### src/rtl/width_8to12_sched_pkg.sv
// Shared types and the round-robin pick helper for the 8-to-12 converter scheduler.
package width_conv_pkg;
  typedef enum logic {IDLE, GRANT} state_t;

  localparam logic [1:0] PHASE_LAST = 2'd2;
  localparam int         MAX_CH     = 4;
  localparam int         IDX_W      = 2;

  // First set request at ptr, ptr+1, ... (mod n); the highest offset is visited first
  // so the lowest offset overwrites it and wins.
  function automatic logic [IDX_W-1:0] rr_pick(input logic [MAX_CH-1:0] req,
                                               input logic [IDX_W-1:0]  ptr,
                                               input int                n);
    int               idx;
    logic [MAX_CH-1:0] sh;
    rr_pick = ptr;
    for (int k = MAX_CH - 1; k >= 0; k--) begin
      if (k < n) begin
        idx = (int'(ptr) + k) % n;
        sh  = req >> idx;
        if (sh[0]) rr_pick = IDX_W'(idx);
      end
    end
  endfunction
endpackage

### src/rtl/width_8to12_sched_if.sv
// Requester, converter-drive and tag signals of the 8-to-12 scheduler.
interface width_8to12_sched_if #(
    parameter int NUM_CH = 2,
    parameter int CH_W   = 2
);
    logic [NUM_CH-1:0]      s_valid;
    logic [NUM_CH-1:0][7:0] s_data;
    logic [NUM_CH-1:0]      s_ready;
    logic                   conv_valid;
    logic [7:0]             conv_data;
    logic                   tag_valid;
    logic [CH_W-1:0]        tag_ch;
    logic                   busy;

    modport master (output s_valid, s_data,
                    input  s_ready, conv_valid, conv_data, tag_valid, tag_ch, busy);
    modport slave  (input  s_valid, s_data,
                    output s_ready, conv_valid, conv_data, tag_valid, tag_ch, busy);
endinterface

### src/rtl/width_8to12_sched_rr_arb.sv
// Combinational round-robin pick among NUM_CH requests starting at ptr.
module rr_arb_nch
    import width_conv_pkg::*;
#(
    parameter int NUM_CH = 2,
    parameter int CH_W   = 2
) (
    input  logic [NUM_CH-1:0] req,
    input  logic [CH_W-1:0]   ptr,
    output logic              any,
    output logic [CH_W-1:0]   pick
);
    logic [MAX_CH-1:0] req_x;

    assign req_x = MAX_CH'(req);
    assign any   = |req;
    assign pick  = CH_W'(rr_pick(req_x, IDX_W'(ptr), NUM_CH));
endmodule

### src/rtl/width_8to12_sched.sv
// Round-robin scheduler sharing one 8-to-12 converter between NUM_CH byte streams;
// grants move only on triplet boundaries and each converter word gets a channel tag.
module width_8to12_sched
    import width_conv_pkg::*;
#(
    parameter int NUM_CH = 2,
    parameter int BURST  = 4,
    parameter int CH_W   = 2
) (
    input logic clk,
    input logic rst_n,
    width_8to12_sched_if.slave bus
);
    localparam logic [3:0] BURST_C = 4'(BURST);

    state_t                  state, state_nxt;
    logic [1:0]              phase, phase_nxt;
    logic [3:0]              trip_cnt, trip_nxt;
    logic [CH_W-1:0]         rr_ptr, rr_ptr_nxt, gnt, gnt_nxt, arb_pick;
    logic                    arb_any, sel_valid, xfer;
    logic [7:0]              sel_data;
    logic [1:0]              vld_pipe;
    logic [1:0][CH_W-1:0]    ch_pipe;

    rr_arb_nch #(.NUM_CH(NUM_CH), .CH_W(CH_W)) u_arb (
        .req  (bus.s_valid),
        .ptr  (rr_ptr),
        .any  (arb_any),
        .pick (arb_pick)
    );

    always_comb begin
        sel_valid = 1'b0;
        sel_data  = '0;
        for (int i = 0; i < NUM_CH; i++) begin
            if (gnt == CH_W'(i)) begin
                sel_valid = bus.s_valid[i];
                sel_data  = bus.s_data[i];
            end
        end
    end

    assign xfer        = (state == GRANT) && sel_valid;
    assign bus.s_ready = (state == GRANT) ? (NUM_CH'(1) << gnt) : '0;
    assign bus.busy    = (state == GRANT);

    always_comb begin
        state_nxt  = state;
        gnt_nxt    = gnt;
        rr_ptr_nxt = rr_ptr;
        phase_nxt  = phase;
        trip_nxt   = trip_cnt;
        case (state)
            IDLE: begin
                if (arb_any) begin
                    gnt_nxt   = arb_pick;
                    state_nxt = GRANT;
                end
            end
            GRANT: begin
                if (xfer) begin
                    if (phase == PHASE_LAST) begin
                        phase_nxt = 2'd0;
                        trip_nxt  = trip_cnt + 4'd1;
                    end else begin
                        phase_nxt = phase + 2'd1;
                    end
                end
                // Release only on a triplet boundary so the converter phase stays aligned.
                if (phase_nxt == 2'd0 && (!sel_valid || trip_nxt == BURST_C)) begin
                    state_nxt  = IDLE;
                    trip_nxt   = 4'd0;
                    rr_ptr_nxt = (gnt == CH_W'(NUM_CH - 1)) ? '0 : gnt + CH_W'(1);
                end
            end
            default: state_nxt = IDLE;
        endcase
    end

    always_ff @(posedge clk) begin
        if (!rst_n) begin
            state          <= IDLE;
            phase          <= 2'd0;
            trip_cnt       <= 4'd0;
            rr_ptr         <= '0;
            gnt            <= '0;
            bus.conv_valid <= 1'b0;
            bus.conv_data  <= 8'd0;
            vld_pipe       <= 2'b00;
            ch_pipe        <= '0;
        end else begin
            state          <= state_nxt;
            phase          <= phase_nxt;
            trip_cnt       <= trip_nxt;
            rr_ptr         <= rr_ptr_nxt;
            gnt            <= gnt_nxt;
            bus.conv_valid <= xfer;
            if (xfer) bus.conv_data <= sel_data;
            // The converter emits a word after the 2nd and 3rd byte of each triplet.
            vld_pipe   <= {vld_pipe[0], xfer && (phase != 2'd0)};
            ch_pipe[0] <= gnt;
            if (vld_pipe[0]) ch_pipe[1] <= ch_pipe[0];
        end
    end

    assign bus.tag_valid = vld_pipe[1];
    assign bus.tag_ch    = ch_pipe[1];
endmodule

### src/flat_wrapper.sv
// flat-port wrapper written by rule: the top's interface ports become plain ports
module width_8to12_sched_flat import width_conv_pkg::*;
#(
    parameter int NUM_CH = 2,
    parameter int BURST  = 4,
    parameter int CH_W   = 2
)
  (clk, rst_n, bus_s_valid, bus_s_data, bus_s_ready, bus_conv_valid, bus_conv_data, bus_tag_valid, bus_tag_ch, bus_busy);
  width_8to12_sched_if #(.NUM_CH(NUM_CH), .CH_W(CH_W)) bus_i ();
  input logic clk;
  input logic rst_n;
  input wire logic [$bits(bus_i.s_valid)-1:0] bus_s_valid;
  input wire logic [$bits(bus_i.s_data)-1:0] bus_s_data;
  output wire logic [$bits(bus_i.s_ready)-1:0] bus_s_ready;
  output wire logic [$bits(bus_i.conv_valid)-1:0] bus_conv_valid;
  output wire logic [$bits(bus_i.conv_data)-1:0] bus_conv_data;
  output wire logic [$bits(bus_i.tag_valid)-1:0] bus_tag_valid;
  output wire logic [$bits(bus_i.tag_ch)-1:0] bus_tag_ch;
  output wire logic [$bits(bus_i.busy)-1:0] bus_busy;
  assign bus_i.s_valid = bus_s_valid;
  assign bus_i.s_data = bus_s_data;
  assign bus_s_ready = bus_i.s_ready;
  assign bus_conv_valid = bus_i.conv_valid;
  assign bus_conv_data = bus_i.conv_data;
  assign bus_tag_valid = bus_i.tag_valid;
  assign bus_tag_ch = bus_i.tag_ch;
  assign bus_busy = bus_i.busy;
  width_8to12_sched #(.NUM_CH(NUM_CH), .BURST(BURST), .CH_W(CH_W)) u_core (.clk(clk), .rst_n(rst_n), .bus(bus_i));
endmodule
### config.mk
export PLATFORM = sky130hd
export DESIGN_NAME = width_8to12_sched_flat
export DESIGN_NICKNAME = d
export VERILOG_FILES = /design/src/rtl/width_8to12_sched_pkg.sv /design/src/rtl/width_8to12_sched_if.sv /design/src/rtl/width_8to12_sched_rr_arb.sv /design/src/rtl/width_8to12_sched.sv /design/src/flat_wrapper.sv
export SDC_FILE = /design/constraint.sdc
export NUM_CORES = 1
export LEC_CHECK = 0
export ABC_AREA = 1
export CORE_MARGIN = 5
export CORE_UTILIZATION = 50
export DETAILED_ROUTE_END_ITERATION = 8
export GPL_TIMING_DRIVEN = 0
export PLACE_DENSITY = 0.88
export SETUP_SLACK_MARGIN = 0.5
export SLEW_MARGIN = 20
export SYNTH_ARGS = -nofsm -noshare
export SYNTH_HDL_FRONTEND = slang
export SYNTH_SLANG_ARGS = --single-unit
### constraint.sdc
create_clock -name clk -period 2.8 [get_ports clk]
set_input_delay 0.42 -clock clk [delete_from_list [all_inputs] [get_ports clk]]
set_output_delay 0.42 -clock clk [all_outputs]
set_load 0.02 [all_outputs]
==> results of run 1 <==
## repair_timing
action / 4_1_cts / 5_1_grt
hold endpoints to repair: 0 / 0
endpoints found under the setup margin: 2 / 0
resized for setup: 2 / 0
## power breakdown
| part | internal [mW] | switching, mW |
|---|---|---|
| logic | 0.0774 | 0.0936 |
| registers | 0.374 | 0.0124 |
| clock network | 0.0558 | 0.106 |
| total | 0.507 | 0.212 |
## synthesized netlist by cell type (all sizes together)
cell    number  area (um2)
xnor2        1       8.760
nor2        17       78.82
nor3         2       10.01
a21oi        9       45.04
o22ai        1       6.260
a31oi        8       50.05
o211ai       1       7.510
nand3       23       137.6
inv         20       75.07
buf          5       38.78
ha           1       12.51
dfxtp       25       500.5
o21ai       11       58.81
nand2       35       158.9
nand4        1       12.51
clkbuf       3       11.26
## layout make-up
| type | instances | area, um2 | share of cell area (%) |
|---|---|---|---|
| Sequential cell | 25 | 500.5 | 31.06 |
| Buffer | 8 | 50.05 | 3.106 |
| Multi-Input combinational cell | 110 | 586.8 | 36.41 |
| Timing Repair Buffer | 34 | 337.8 | 20.96 |
| Inverter | 20 | 75.07 | 4.658 |
| Clock buffer | 4 | 26.28 | 1.630 |
| Tap cell | 28 | 35.03 | 2.174 |
## flip-flops by register name, indices dropped and copies added, names as in the netlist
name and cells:
u_core.bus.conv_data 8, u_core.trip_cnt 4, u_core.bus.tag_ch 2, u_core.ch_pipe 2, u_core.gnt 2, u_core.phase 2, u_core.vld_pipe 2, u_core.bus.busy 1
u_core.bus.conv_valid 1, u_core.rr_ptr 1
## worst max path at each step
stage	from	endpoint	slack, ns	depth (start not counted)
global placement	bus_s_valid[1]	u_core.bus.busy$_SDFF_PN0_	0.63	13
detailed placement	bus_s_valid[1]	u_core.bus.busy$_SDFF_PN0_	0.60	13
floorplan	u_core.bus.busy$_SDFF_PN0_	bus_s_ready[1]	1.04	3
finish	u_core.bus.busy$_SDFF_PN0_	bus_s_ready[0]	0.67	4
CTS	u_core.bus.busy$_SDFF_PN0_	bus_s_ready[1]	0.69	4
global route	u_core.bus.busy$_SDFF_PN0_	bus_s_ready[1]	0.59	4
## layer usage
layer	wire, um	vias to the layer above	track usage [%]
met5	0	-	0
met4	61	0	7.767
met3	109	7	3.486
met2	1529	31	33.70
met1	1266	540	21.09
li1	-	609	-
## per-stage QoR
stage	worst slack, ns	instances	total power [mW]	util (%)	hold WS, ns
6_report	0.6732	229	0.7185	71.48	0.4702
3_5_place_dp	0.5991	225	0.5664	70.42	0.4516
5_1_grt	0.5931	229	0.7512	71.48	0.4990
2_1_floorplan	1.042	163	0.4881	-	0.4264
3_3_place_gp	0.6326	225	0.5609	70.42	0.4404
4_1_cts	0.6902	229	0.7188	71.48	0.4751
## cells in the final DEF, fill, tap and decap left out, drive strengths merged, types with 2 or more instances in the layout
master          n
nand2          35
clkdlybuf4s50  32
dfxtp          25
nand3          23
inv            20
nor2           17
o21ai          11
a21oi           9
a31oi           8
clkbuf          7
buf             5
nor3            2
dlygate4sd2     2
## cells by family (layout without fill, tap and decap cells)
| group | Yosys count | in the layout |
|---|---|---|
| AO/OA/AOI/OAI | 30 | 30 |
| XOR/XNOR | 1 | 1 |
| adder cells (fa/ha/maj) | 1 | 1 |
| buffers and inverters | 28 | 66 |
| flip-flops | 25 | 25 |
| AND/OR/NAND/NOR | 78 | 78 |
## worst max-delay path: cells and delay by family (launching register included)
kind | cells | cell delay (ns)
AND/OR/NAND/NOR | 1 | 0.16
buffers and inverters | 3 | 0.73
flip-flops | 1 | 0.49
==> flow_summary.json, run 1 <==
{
  "ant_nets": 0,
  "period_share_pct": 75.96,
  "chipWidth_um": 59.24,
  "io_pins": 35,
  "final_area_um2": 1612,
  "die_height_um": 59.24,
  "drive_gt1_share_pct": 11.94,
  "cp_slowest_stage_delay_ns": 0.49,
  "slew_headroom_pct": 67.09,
  "setup_viol": 0,
  "synth.avg_cell_area_um2": 7.438,
  "dieArea_um2": 3509,
  "rows": 17,
  "start_util_pct": 53.77,
  "critPathLaunchType": "flop",
  "clock.fmax_mhz": 470.2,
  "wl_mm": 2.966,
  "core-area_um2": 2255,
  "postPlaceCellArea_um2": 1588,
  "setup_tns_ns": 0,
  "grt_max_degree": 14,
  "cts_tree": "built",
  "ctsHoldBuffers": 0,
  "synth_top_family_by_area": "simple AND/OR/NAND/NOR gates",
  "crit_path_end_kind": "output pin",
  "synth_cells": 163,
  "num_antenna_cells": 0,
  "antenna_found_initial": 0,
  "fillers": 185,
  "finClkSkew_ns": 0.003573,
  "hold-path-endpoint": "u_core.bus.tag_ch[0]$_SDFFE_PN0P_",
  "vias_per_cell": 5.183,
  "worst_ep_required_time_ns": 2.38,
  "path_cells": "buf_4 -> inv_1 -> nor3_1 -> dlygate4sd2_1",
  "worst_path_max_delay_cell": "dfxtp_1",
  "min_delay_path_depth": 2,
  "grt_usage_pct": 18.64,
  "rsz0062_at_grt": "no",
  "outcome": "complete, no violations",
  "cts_buffers": 3,
  "clockBufferDepth": 2,
  "synthSimpleGateAreaFrac_pct": 32.82,
  "areaGrowthSynthToFinish_pct": 32.92,
  "h-tree-depth": 1,
  "cts.sinks": 25,
  "cts-root-buf": "clkbuf_4",
  "drv_cap": 0,
  "synth_compound_area_share_pct": 13.83,
  "clkLatencyLatePin_ns": 0.32,
  "grt_overflow_total": 0,
  "ys_ff_latch": 25,
  "critPathMaxFanout": 10,
  "synth_nets": 184,
  "reg2reg_depth": 13,
  "path_class": "flop to output pin",
  "synthAdderAreaFrac_pct": 1.032,
  "p_per_area_nw_per_um2": 445.9,
  "min_period_ns": 2.127,
  "place_congestion": 0.8226,
  "place_hpwl_mm": 2.328,
  "drv_slew": 0,
  "grt_pass1_wl_mm": 5.071,
  "rr_endpoint": "u_core.bus.busy$_SDFF_PN0_",
  "wl_per_cell_um": 12.95,
  "drt_pass1_iterations": 4,
  "arrival_ns": 1.71,
  "portBuffers": 34,
  "reg2reg_from": "u_core.gnt[1]$_SDFFE_PN0P_",
  "finalNetCount": 223,
  "cts.clk_slew.worst_paths_ns": 0.13,
  "ys_seq_area_share_pct": 41.28,
  "hold_viol": 0,
  "drt-initial-drc-count": 27,
  "cts_setup_buffers": 0,
  "synth_cell_type_count": 25,
  "vias": 1187,
  "ys_warn_count": 0,
  "synth_mux_area_share_pct": 0,
  "hp-start": "u_core.ch_pipe[0]$_SDFF_PN0_",
  "worst_pin_slew_ns": 0.4937,
  "hp-class": "flop to flop",
  "remaining_drc_errors": 0,
  "grt_pass1_vias": 1185,
  "ir_drop_v": 0.0004032,
  "netlist_area_um2": 1212,
  "p_leak_nw": 0.6918,
  "r2r_setup_slack_ns": 0.96,
  "synth_xor_area_share_pct": 0.7224
}
Note: power is estimated with default switching activity, not from simulation.
==> inputs of run 2 (changes only) <==
Settings changed: CORE_UTILIZATION 50 to 42, PLACE_DENSITY 0.88 to 0.79.
Clock period 2.8 ns to 1.9 ns, I/O delays scaled along.
==> run 2 against run 1 <==
Against the previous run: setup slack got worse by 0.39 ns; cell area rose by 28%; non-clock buffer count rose by 28; global-route usage rose by 0.92 points; clock power rose by 46%; largest cell class unchanged; highest routed layer unchanged.
==> flow_summary.json, run 2 (synthesized netlist as in run 1, its figures left out) <==
{
  "clock_power_share_pct": 20.4,
  "clock.fmax_mhz": 619.1,
  "final_cell_mix": "buf_4 (26), nand2_1 (21), clkdlybuf4s50_1 (18), dfxtp_1 (18), inv_1 (16)",
  "arrival_ns": 1.84,
  "ff_latch_area_um2": 521.8,
  "core-area_um2": 2758,
  "period_share_pct": 85.01,
  "cts-root-buf": "clkbuf_4",
  "hp-class": "input port to flop",
  "fillers": 179,
  "vias_per_cell": 5.373,
  "grt_overflow_total": 0,
  "critPathMaxFanout": 5,
  "outcome": "complete, no violations",
  "final_area_um2": 2062,
  "path_class": "flop to flop",
  "switchingPower_uw": 370.8,
  "cts_tree": "built",
  "placed_cells": 228,
  "cts_buffers": 3,
  "largest_reg_flops": 8,
  "min_delay_path_depth": 3,
  "ir_drop_v": 0.0006054,
  "worst_pin_slew_ns": 0.4534,
  "wl_mm": 4.233,
  "final_common_cell": "buf_4",
  "antenna_found_initial": 0,
  "grt_pass1_vias": 1380,
  "num_antenna_cells": 0,
  "dieArea_um2": 4061,
  "worst_ep_required_time_ns": 2.13,
  "grt_pass1_wl_mm": 6.410,
  "clockBufferDepth": 2,
  "portBuffers": 34,
  "multi_input_area_um2": 760.7,
  "postPlaceCellArea_um2": 1614,
  "p_per_area_nw_per_um2": 564.6,
  "reg2reg_depth": 11,
  "place_congestion": 0.8131,
  "drive_gt1_share_pct": 42.79,
  "ant_nets": 0,
  "grt_usage_pct": 19.56,
  "setup_viol": 0,
  "wl_per_cell_um": 16.28,
  "clkLatencyLatePin_ns": 0.32,
  "swShare_pct": 31.85,
  "rows": 19,
  "start_util_pct": 43.97,
  "power_mw": 1.164,
  "finClkSkew_ns": 0.003260,
  "worst_path_max_delay_cell": "dfxtp_4",
  "crit_path_end_kind": "flop",
  "path_cells": "ha_4 -> nand3_2 -> nand2_2 -> nand3_2 -> nand2_2 -> nor2_4 -> nand3_4 -> nand2_4 -> nand2_4 -> a21oi_2 -> nor2_1",
  "setup_tns_ns": 0,
  "p_leak_nw": 0.9233,
  "cts.sinks": 25,
  "grt_max_degree": 15,
  "min_period_ns": 1.615,
  "critPathLaunchType": "flop",
  "seq_power_share_pct": 48.7,
  "slew_headroom_pct": 69.77,
  "io_pins": 35,
  "place_hpwl_mm": 2.305,
  "drv_slew": 0,
  "largest-register": "u_core.bus.conv_data",
  "finalNetCount": 251,
  "die_height_um": 63.73,
  "cts.clk_slew.worst_paths_ns": 0.13,
  "areaGrowthSynthToFinish_pct": 70.07,
  "rsz0062_at_grt": "yes",
  "chipWidth_um": 63.73,
  "instances_no_fill": 260,
  "drv_cap": 0,
  "p_comb_share_pct": 31.0,
  "top_regs": "u_core.bus.conv_data x8, u_core.trip_cnt x4",
  "vias": 1397,
  "remaining_drc_errors": 0,
  "h-tree-depth": 1,
  "drt_pass1_iterations": 4,
  "hold_viol": 0,
  "ctsHoldBuffers": 0,
  "p_int_uw": 793.5,
  "cp_slowest_stage_delay_ns": 0.38,
  "drt-initial-drc-count": 85
}
run 2: changes by cell type in the layout (fill, tap and decap cells not counted), moves of 7 or more:
cell and delta:
buf_4 +23, clkdlybuf4s50_1 -14, dlygate4sd2_1 +10, a21oi_1 -8, a21oi_2 +8, nand3_1 -8, o21ai_0 -8, dfxtp_1 -7
nand2_1 -7, nand3_2 +7
run 2: area by class of cell:
class | instances | area share (%)
buffer | 8 | 3.701
clock buffer | 3 | 1.092
clock inverter | 1 | 0.2427
inverter | 20 | 4.187
multi-input combinational | 110 | 36.89
sequential | 25 | 25.30
tap | 31 | 1.881
timing repair buffer | 62 | 26.70
run 2: final timing paths:
path              slack [ns]                       startpoint                             to
setup / recovery        0.28  u_core.trip_cnt[0]$_SDFFE_PN0P_     u_core.bus.busy$_SDFF_PN0_
hold reg to reg         0.47    u_core.vld_pipe[0]$_SDFF_PN0_  u_core.vld_pipe[1]$_SDFF_PN0_
setup reg to reg        0.28  u_core.trip_cnt[0]$_SDFFE_PN0P_     u_core.bus.busy$_SDFF_PN0_
hold / removal          0.44                   bus_s_valid[1]     u_core.gnt[0]$_SDFFE_PN0P_
run 2: layer usage:
| metal | up-vias | part of all wire, % | global-route usage, % |
|---|---|---|---|
| li1 | 672 | - | - |
| met1 | 655 | 41 | 22.08 |
| met2 | 51 | 49 | 34.90 |
| met3 | 19 | 4.9 | 3.908 |
| met4 | 0 | 4.2 | 9.091 |
| met5 | - | 0 | 0 |
run 2: power groups by stage:
| stage | sequential (mW) | clock [mW] | combinational, mW |
|---|---|---|---|
| 4_1_cts | 0.566 | 0.244 | 0.306 |
| 5_1_grt | 0.571 | 0.267 | 0.383 |
| 3_5_place_dp | 0.581 | 0 | 0.262 |
| 3_3_place_gp | 0.579 | 0 | 0.256 |
| 2_1_floorplan | 0.601 | 0 | 0.126 |
| 6_report | 0.566 | 0.237 | 0.361 |
run 2: critical path: cells and delay by family (launching register included):
kind,cells,cell delay [ns]
DFF,1,0.38
and+or+nand+nor,9,0.75
AOI/OAI and AO/OA,1,0.14
adders and majority gates,1,0.24
run 2: through the flow:
step | hold WS (ns) | util (%) | worst slack, ns
final | 0.4353 | 74.77 | 0.2847
after global routing | 0.4488 | 74.77 | 0.1976
after CTS | 0.4560 | 67.24 | 0.2841
after detailed placement | 0.4419 | 58.53 | -0.1709
after global placement | 0.4416 | 58.53 | -0.1316
after floorplan | 0.4012 | - | 0.3385
run 2: what timing repair did:
item                                   CTS  global route
cloned                                   1             0
setup endpoints to repair               31            20
resized for setup                       61            38
buffers inserted                        15            12
pin swaps                                3            14
endpoints found under the hold margin    0             0
